`config.mk`:
```
export PLATFORM = sky130hd
export DESIGN_NAME = uart_link_flat
export DESIGN_NICKNAME = d
export VERILOG_FILES = /design/src/rtl/uart_link_if.sv /design/src/rtl/uart_link.sv /design/src/flat_wrapper.sv
export SDC_FILE = /design/constraint.sdc
export NUM_CORES = 1
export LEC_CHECK = 0
export CAP_MARGIN = 20
export CORE_ASPECT_RATIO = 1.25
export CORE_MARGIN = 4
export CORE_UTILIZATION = 45
export CTS_BUF_LIST = sky130_fd_sc_hd__clkbuf_4 sky130_fd_sc_hd__clkbuf_8
export CTS_CLUSTER_SIZE = 25
export DETAILED_ROUTE_END_ITERATION = 16
export PLACE_DENSITY_LB_ADDON = 0.25
export SLEW_MARGIN = 20
export SYNTH_ARGS = -nofsm -noshare
export SYNTH_HDL_FRONTEND = slang
export SYNTH_SLANG_ARGS = --single-unit
```
`constraint.sdc`:
```
create_clock -name clk -period 2 [get_ports clk]
set_clock_uncertainty 0.15 [all_clocks]
set_input_delay 0.6 -clock clk [delete_from_list [all_inputs] [get_ports clk]]
set_output_delay 0.6 -clock clk [all_outputs]
set_load 0.02 [all_outputs]
```
`src/rtl/uart_link_if.sv`:
```
// Byte streams between uart_link and the bootloader: received bytes out, bytes to send in.
interface uart_link_if;
    logic       rx_valid;
    logic [7:0] rx_data;
    logic       rx_ready;
    logic       tx_valid;
    logic [7:0] tx_data;
    logic       tx_ready;

    // master is the bootloader side, slave is the UART
    modport master (
        input  rx_valid, rx_data, tx_ready,
        output rx_ready, tx_valid, tx_data
    );
    modport slave (
        output rx_valid, rx_data, tx_ready,
        input  rx_ready, tx_valid, tx_data
    );
endinterface

```
`src/rtl/uart_link.sv`:
```
// Full-duplex 8N1 UART with a valid/ready byte interface, line-break detection,
// framing-error and overrun pulses.
module uart_link #(
    parameter int unsigned CLK_FREQ   = 12000000,
    parameter int unsigned BAUD       = 115200,
    parameter int unsigned BREAK_BITS = 20
) (
    input  logic        clk,
    input  logic        reset,
    input  logic        uart_rx,
    output logic        uart_tx,
    uart_link_if.slave  bus,
    output logic        break_detect,
    output logic        framing_error,
    output logic        overrun
);

    localparam int unsigned DIV     = CLK_FREQ / BAUD;
    localparam int unsigned CNT_W   = $clog2(DIV);
    localparam int unsigned BRK_MAX = BREAK_BITS * DIV;
    localparam int unsigned BRK_W   = $clog2(BRK_MAX + 1);

    localparam logic [CNT_W-1:0] BIT_END  = CNT_W'(DIV - 1);
    localparam logic [CNT_W-1:0] HALF_END = CNT_W'(DIV / 2 - 1);
    localparam logic [BRK_W-1:0] BRK_LIM  = BRK_W'(BRK_MAX);

    typedef enum logic [1:0] {TX_IDLE, TX_START, TX_DATA, TX_STOP} tx_state_t;
    typedef enum logic [2:0] {RX_IDLE, RX_START, RX_DATA, RX_STOP, RX_WAIT_HIGH} rx_state_t;

    // ---------------- transmitter ----------------
    tx_state_t        tx_state, tx_state_d;
    logic [CNT_W-1:0] tx_cnt, tx_cnt_d;
    logic [2:0]       tx_bit, tx_bit_d;
    logic [7:0]       tx_shift, tx_shift_d;
    logic             tx_line_d;
    logic             tx_rdy, tx_rdy_d;

    assign bus.tx_ready = tx_rdy;

    always_ff @(posedge clk) begin
        if (reset) begin
            tx_state <= TX_IDLE;
            tx_cnt   <= '0;
            tx_bit   <= '0;
            tx_shift <= '0;
            uart_tx  <= 1'b1;
            tx_rdy   <= 1'b0;
        end else begin
            tx_state <= tx_state_d;
            tx_cnt   <= tx_cnt_d;
            tx_bit   <= tx_bit_d;
            tx_shift <= tx_shift_d;
            uart_tx  <= tx_line_d;
            tx_rdy   <= tx_rdy_d;
        end
    end

    always_comb begin
        tx_state_d = tx_state;
        tx_cnt_d   = tx_cnt + CNT_W'(1);
        tx_bit_d   = tx_bit;
        tx_shift_d = tx_shift;
        tx_line_d  = uart_tx;
        tx_rdy_d   = 1'b0;
        unique case (tx_state)
            TX_IDLE: begin
                tx_cnt_d  = '0;
                tx_line_d = 1'b1;
                if (bus.tx_valid && tx_rdy) begin
                    tx_state_d = TX_START;
                    tx_shift_d = bus.tx_data;
                    tx_bit_d   = '0;
                    tx_line_d  = 1'b0;
                end else begin
                    tx_rdy_d = 1'b1;
                end
            end
            TX_START: begin
                if (tx_cnt == BIT_END) begin
                    tx_state_d = TX_DATA;
                    tx_cnt_d   = '0;
                    tx_line_d  = tx_shift[0];
                end
            end
            TX_DATA: begin
                if (tx_cnt == BIT_END) begin
                    tx_cnt_d = '0;
                    if (tx_bit == 3'd7) begin
                        tx_state_d = TX_STOP;
                        tx_line_d  = 1'b1;
                    end else begin
                        tx_shift_d = tx_shift >> 1;
                        tx_line_d  = tx_shift[1];
                        tx_bit_d   = tx_bit + 3'd1;
                    end
                end
            end
            TX_STOP: begin
                if (tx_cnt == BIT_END) begin
                    tx_state_d = TX_IDLE;
                    tx_cnt_d   = '0;
                    tx_rdy_d   = 1'b1;
                end
            end
            default: tx_state_d = TX_IDLE;
        endcase
    end

    // ---------------- receiver ----------------
    logic             rx_meta, rxs, rxs_prev;
    rx_state_t        rx_state, rx_state_d;
    logic [CNT_W-1:0] rx_cnt, rx_cnt_d;
    logic [2:0]       rx_bit, rx_bit_d;
    logic [7:0]       rx_shift, rx_shift_d;
    logic             byte_done;
    logic             rx_vld, rx_vld_d;
    logic [7:0]       rx_byte, rx_byte_d;
    logic             framing_error_d, overrun_d;

    assign bus.rx_valid = rx_vld;
    assign bus.rx_data  = rx_byte;

    always_ff @(posedge clk) begin
        if (reset) begin
            rx_meta       <= 1'b1;
            rxs           <= 1'b1;
            rxs_prev      <= 1'b1;
            rx_state      <= RX_IDLE;
            rx_cnt        <= '0;
            rx_bit        <= '0;
            rx_shift      <= '0;
            rx_vld        <= 1'b0;
            rx_byte       <= '0;
            framing_error <= 1'b0;
            overrun       <= 1'b0;
        end else begin
            rx_meta       <= uart_rx;
            rxs           <= rx_meta;
            rxs_prev      <= rxs;
            rx_state      <= rx_state_d;
            rx_cnt        <= rx_cnt_d;
            rx_bit        <= rx_bit_d;
            rx_shift      <= rx_shift_d;
            rx_vld        <= rx_vld_d;
            rx_byte       <= rx_byte_d;
            framing_error <= framing_error_d;
            overrun       <= overrun_d;
        end
    end

    always_comb begin
        rx_state_d      = rx_state;
        rx_cnt_d        = rx_cnt + CNT_W'(1);
        rx_bit_d        = rx_bit;
        rx_shift_d      = rx_shift;
        byte_done       = 1'b0;
        framing_error_d = 1'b0;
        overrun_d       = 1'b0;
        rx_vld_d        = rx_vld;
        rx_byte_d       = rx_byte;
        unique case (rx_state)
            RX_IDLE: begin
                rx_cnt_d = '0;
                if (rxs_prev && !rxs) rx_state_d = RX_START;
            end
            RX_START: begin
                if (rx_cnt == HALF_END) begin
                    rx_cnt_d   = '0;
                    rx_bit_d   = '0;
                    rx_state_d = rxs ? RX_IDLE : RX_DATA;
                end
            end
            RX_DATA: begin
                if (rx_cnt == BIT_END) begin
                    rx_cnt_d   = '0;
                    rx_shift_d = {rxs, rx_shift[7:1]};
                    if (rx_bit == 3'd7) rx_state_d = RX_STOP;
                    else                rx_bit_d   = rx_bit + 3'd1;
                end
            end
            RX_STOP: begin
                if (rx_cnt == BIT_END) begin
                    rx_cnt_d = '0;
                    if (rxs) begin
                        byte_done  = 1'b1;
                        rx_state_d = RX_IDLE;
                    end else begin
                        framing_error_d = 1'b1;
                        rx_state_d      = RX_WAIT_HIGH;
                    end
                end
            end
            RX_WAIT_HIGH: begin
                // a held-low line must return high before another start bit counts
                rx_cnt_d = '0;
                if (rxs) rx_state_d = RX_IDLE;
            end
            default: rx_state_d = RX_IDLE;
        endcase

        if (rx_vld && bus.rx_ready) rx_vld_d = 1'b0;
        if (byte_done) begin
            if (!rx_vld || bus.rx_ready) begin
                rx_vld_d  = 1'b1;
                rx_byte_d = rx_shift;
            end else begin
                overrun_d = 1'b1;
            end
        end
    end

    // ---------------- break detector ----------------
    logic [BRK_W-1:0] brk_cnt, brk_cnt_d;

    always_ff @(posedge clk) begin
        if (reset) begin
            brk_cnt      <= '0;
            break_detect <= 1'b0;
        end else begin
            brk_cnt      <= brk_cnt_d;
            break_detect <= (brk_cnt_d == BRK_LIM);
        end
    end

    always_comb begin
        brk_cnt_d = brk_cnt;
        if (rxs)                   brk_cnt_d = '0;
        else if (brk_cnt != BRK_LIM) brk_cnt_d = brk_cnt + BRK_W'(1);
    end

endmodule

```
`src/flat_wrapper.sv`:
```
// flat-port wrapper written by rule: the top's interface ports become plain ports
module uart_link_flat 
#(
    parameter int unsigned CLK_FREQ   = 12000000,
    parameter int unsigned BAUD       = 115200,
    parameter int unsigned BREAK_BITS = 20
)
  (clk, reset, uart_rx, uart_tx, break_detect, framing_error, overrun, bus_rx_valid, bus_rx_data, bus_tx_ready, bus_rx_ready, bus_tx_valid, bus_tx_data);
  uart_link_if bus_i ();
  input  logic clk;
  input  logic reset;
  input  logic uart_rx;
  output logic uart_tx;
  output logic break_detect;
  output logic framing_error;
  output logic overrun;
  output wire logic [$bits(bus_i.rx_valid)-1:0] bus_rx_valid;
  output wire logic [$bits(bus_i.rx_data)-1:0] bus_rx_data;
  output wire logic [$bits(bus_i.tx_ready)-1:0] bus_tx_ready;
  input wire logic [$bits(bus_i.rx_ready)-1:0] bus_rx_ready;
  input wire logic [$bits(bus_i.tx_valid)-1:0] bus_tx_valid;
  input wire logic [$bits(bus_i.tx_data)-1:0] bus_tx_data;
  assign bus_rx_valid = bus_i.rx_valid;
  assign bus_rx_data = bus_i.rx_data;
  assign bus_tx_ready = bus_i.tx_ready;
  assign bus_i.rx_ready = bus_rx_ready;
  assign bus_i.tx_valid = bus_tx_valid;
  assign bus_i.tx_data = bus_tx_data;
  uart_link #(.CLK_FREQ(CLK_FREQ), .BAUD(BAUD), .BREAK_BITS(BREAK_BITS)) u_core (.clk(clk), .reset(reset), .uart_rx(uart_rx), .uart_tx(uart_tx), .bus(bus_i), .break_detect(break_detect), .framing_error(framing_error), .overrun(overrun));
endmodule
```
* Word-level counts from Yosys, hierarchy flattened *
Index checks and enable logic that the tools add are counted.
Widths: inputs -> output; s select.

operators by class
  add/sub/neg operators = 5
  reduce and logical (&&, ||, !) cells = 23
  multiplexer cells = 49
  equality and inequality tests = 27
  bitwise logic cells = 3

operators with widths
  cell                   count
  $mux 3                 13
  $mux 12                2
  $mux 8                 3
  $ne 2x1->1 const B     11
  $mux 7                 3
  $pmux 7 s3             1
  $pmux 8 s2             1
  $pmux 3 s5             1
  $add 7x1->7 const B    2
  $eq 7x7->1 const B     2
  $pmux 7 s2             1
  $mux 1                 13
  $add 12x1->12 const B  1
  $eq 12x12->1 const B   1
  $mux 2                 6
  $ne 12x12->1 const B   1
  $pmux 3 s2             2
  $eq 3x3->1 const B     3
  $pmux 2 s4             1
  $reduce_and 4->1       2
  $eq 7x6->1 const B     1
  $add 3x1->3 const B    2
  $eq 3x2->1 const B     2
  $reduce_and 6->1       1
  19 further kinds       31

storage, ports and cells
  input port bits = 13
  bits in registers = 70

* Logic depth before layout (Yosys ltp) *
  depth after elaboration = 5
  mapped depth = 9
  gate-level depth less buffers = 7

* Worst setup path after synthesis *
OpenSTA, ideal clock, no wires.

  path kind = register to register
  start point = reg u_core.tx_state[0]
  end point = reg u_core.tx_bit[2]
  required time = 1.782 ns
  path slack = 0.233 ns
  period minus slack after synthesis = 1.767 ns
  arrival = 1.549 ns
  setup time = 0.068 ns
  cell stages (with the launch flop) = 10
  cell sequence = dfxtp_1 -> inv_1 -> ha_1 -> buf_2 -> nor2b_1 -> a41oi_4 -> nor2_8 -> buf_6 -> nand3_2 -> a21oi_2

on the way
  longest elaborated chain between the ends = 3

ends and longest elaborated chain
  element                                              RTL line         text
  start: declaration                                   uart_link.sv:31  tx_state_t tx_state, tx_state_d;
  start signal: assignment                             uart_link.sv:49  tx_state <= tx_state_d;
  $eq 2x2->1 or $logic_not 2->1 (tied branches)        uart_link.sv:65  unique case (tx_state)
  $ne 2x2->1 (no source line) (tied with other cells)  --
  $reduce_and 4->1 (no source line)                    --
  end signal: assignment                               uart_link.sv:51  tx_bit <= tx_bit_d;
  end: declaration                                     uart_link.sv:33  logic [2:0] tx_bit, tx_bit_d;

Parallel ways exist; a longest one is shown, timed or not.
A chain may end at the register's enable or synchronous reset.

* Worst setup path in the final report *
  start point = reg u_core.tx_state[1]
  end point = reg u_core.tx_shift[2]

on the way
  longest elaborated chain between the ends = 3

ends and longest elaborated chain
  element                                              RTL line         text
  $eq 2x2->1 or $logic_not 2->1 (tied branches)        uart_link.sv:65
  $ne 2x2->1 (no source line) (tied with other cells)  --
  $reduce_and 4->1 (no source line)                    --
  end signal: assignment                               uart_link.sv:52  tx_shift <= tx_shift_d;
  end: declaration                                     uart_link.sv:34  logic [7:0] tx_shift, tx_shift_d;

Parallel ways exist; a longest one is shown, timed or not.

==> impl_metrics.py <==
metrics = {
    "timing": {
        "min_period_ps": 1910,
        "fmax_ghz": 0.525,
        "slew-limit-headroom_pct": 74.2,
        "tightest_slew_ps": 385,
        "fin_crit_sh_pct": 95.3,
        "drv_slew": 0,
        "finalHoldViolations": 0,
        "setup_violations": 0,
    },
    "floorplan": {
        "dieArea_um2": 8700,
        "core-area_um2": 7020,
        "ioPinCount": 27,
        "dieWidth_um": 84.2,
        "rows": 34,
        "start_util_pct": 46.6,
        "die_h_um": 103,
    },
    "power_and_ir_drop": {
        "static-leakage-power_nw": 1.50,
        "max-vdd-ir-drop_uv": 433,
        "finalPower_mw": 3.72,
        "pwr_density_cell_nw_per_um2": 943,
    },
    "clocking": {
        "cts_made_buffers": 9,
        "insertion_delay_ps": 340,
        "cts-root-buf": "clkbuf_8",
        "htree_levels": 3,
        "clockBufferDepth": 2,
        "cts_hold_buffers": 0,
        "cts_tree": "yes",
        "clkSinkCount": 70,
        "path_clk_slew_ps": 80,
    },
    "critical_path": {
        "critPathMaxFanout": 8,
        "critical_path_class": "reg -> reg",
        "cp-start-kind": "register",
        "crit_path_end_kind": "register",
        "cp_data_required_time_ps": 2100,
        "cp.arrival_ps": 2010,
    },
    "synthesis": {
        "synth_flop_cell": "dfxtp_1",
        "synth_edf_count": 0,
        "yosysTopAreaCell": "dfxtp_1",
        "synth_top_area_share_pct": 42.9,
        "yosys_warnings": 0,
        "synth_seq_area_share_pct": 42.9,
        "syn_area_um2": 3270,
        "syn_nets": 388,
        "ys_seq_elements": 70,
        "synth.area.top_cells": "dfxtp_1, nor2_1, mux2i_1",
        "yosysMostFrequentCell": "dfxtp_1",
        "synth_commonest_cells": "dfxtp_1, nor2_1, nand2_1",
        "syn_inst": 362,
        "ys_types": 53,
        "async_flop_share_pct": 0,
        "syn_area_per_cell_um2": 9.03,
    },
    "routing": {
        "firstDrtPassIters": 4,
        "drtIter0Drc": 157,
        "drc": 0,
        "drt.antenna.violating_nets": 0,
        "vias": 2561,
        "vias_per_cell": 5.16,
        "drt_wl_total_mm": 6.07,
        "avgRoutedWirePerCell_um": 12.2,
    },
    "hold_path": {
        "min_path_type": "reg -> reg",
    },
    "grt": {
        "antenna_found_initial": 0,
        "overflow": 0,
        "grt_first_pass_wirelength_mm": 10.3,
        "gr-usage-all-layers_pct": 14.6,
        "grt_max_degree": 21,
        "grt_pass1_vias": 2401,
    },
    "finish": {
        "final_cells": 496,
        "n_antenna_cell": 0,
        "layout-drive-gt1-share_pct": 15.0,
        "final_util_pct": 56.3,
        "syn_to_final_growth_pct": 20.9,
        "nets": 427,
    },
    "placed_design": {
        "dpl.cell_count": 477,
        "hpwl_mm": 4.19,
        "gp_congestion": 0.815,
        "io_buffers": 26,
    },
    "flow_run": {
        "maxCapViolations": 0,
    },
    "outcome": {
        "status": "complete, no violations",
    },
}
==> cells in the final DEF, fill, tap and decap left out, drive strengths merged, types with 2 or more instances in the layout <==
cell	count
dfxtp	70
nor2	54
nand2	36
a21oi	20
mux2i	19
buf	18
nand3	16
nor3	16
dlygate4sd2	14
xnor2	13
ha	13
o21ai	13
clkdlybuf4s50	12
inv	9
xor2	9
clkbuf	9
a211oi	8
nand2b	6
a31oi	4
and3	4
nand4	4
o21a	3
bufinv	3
nor4b	3
or2	3
and3b	2
nor2b	2
nand3b	2
clkinv	2
clkinvlp	2
and2	2
==> path summary, 6_finish.rpt <==
kind                                    startpoint            endpoint  slack (ps)  cells after the start
worst max register to register  u_core.tx_state[1]  u_core.tx_shift[2]          90                      7
worst min register to register      u_core.rx_meta          u_core.rxs         270                      1
worst min-delay path                u_core.rx_meta          u_core.rxs         270                      1
worst max-delay path            u_core.tx_state[1]  u_core.tx_shift[2]          90                      7
==> where the power goes <==
group	internal, mW	leakage (nW)	total (mW)	switching, mW
combinational	0.322	0.815	0.752	0.430
sequential	1.52	0.568	1.59	0.0736
clock	0.832	0.116	1.38	0.551
total	2.67	1.50	3.72	1.05
==> cells by family (layout without fill, tap and decap cells) <==
family | after synthesis | count (layout) | share of synthesized area [%]
AND/OR/NAND/NOR | 156 | 157 | 25.7
flip-flops | 70 | 70 | 42.9
XOR/XNOR | 22 | 22 | 5.90
adder cells (fa/ha/maj) | 13 | 13 | 4.98
buffers and inverters | 26 | 69 | 3.45
AO/OA/AOI/OAI | 56 | 56 | 11.3
multiplexers | 19 | 19 | 5.82
==> metal layers <==
metal | vias up | share of wire (%) | GRT usage [%]
met3 | 6 | 2.4 | 3.01
met4 | 0 | 1.2 | 8.17
li1 | 1328 | - | -
met1 | 1200 | 46 | 17.7
met2 | 27 | 50 | 24.5
met5 | - | 0 | 0
==> worst max-delay path, cell delays in order, from the launching register on <==
cell and delay [ps]:
dfxtp_1 390, inv_1 90, ha_1 200, nor2b_1 160
a41oi_4 360, nor2_4 120, buf_4 160, a211oi_1 190
==> per-stage QoR <==
step	setup TNS [ps]	cell area (um2)	hold WS (ps)	setup slack (ps)
5_1_grt	-6.26	3950	280	-6.26
3_5_place_dp	-2280	3680	250	-215
4_1_cts	0	3910	275	103
6_report	0	3950	266	93.7
3_3_place_gp	-1650	3680	244	-165
2_1_floorplan	0	3270	239	233
==> what timing repair did <==
| item | in CTS | in global routing |
|---|---|---|
| setup endpoints to repair | 14 | 11 |
| cloned | 0 | 1 |
| hold endpoints to repair | 0 | 0 |
| pin swaps | 0 | 3 |
| setup buffers | 0 | 2 |
| resized for setup | 14 | 6 |
==> layout make-up <==
type	instances	area [um2]
Clock buffer	9	124
Clock inverter	7	123
Fill cell	637	3070
Inverter	9	33.8
Multi-Input combinational cell	267	1780
Sequential cell	70	1400
Tap cell	90	113
Timing Repair Buffer	44	378
==> flip-flops by register name (all words and copies together) (netlist names) <==
register	cells
u_core.break_detect	1
u_core.brk_cnt	12
u_core.bus.rx_data	8
u_core.bus.rx_valid	1
u_core.bus.tx_ready	1
u_core.framing_error	1
u_core.overrun	1
u_core.rx_bit	3
u_core.rx_cnt	7
u_core.rx_meta	1
u_core.rx_shift	8
u_core.rx_state	3
u_core.rxs	1
u_core.rxs_prev	1
u_core.tx_bit	3
u_core.tx_cnt	7
u_core.tx_shift	8
u_core.tx_state	2
u_core.uart_tx	1
Power figures use the tool's default switching activity.
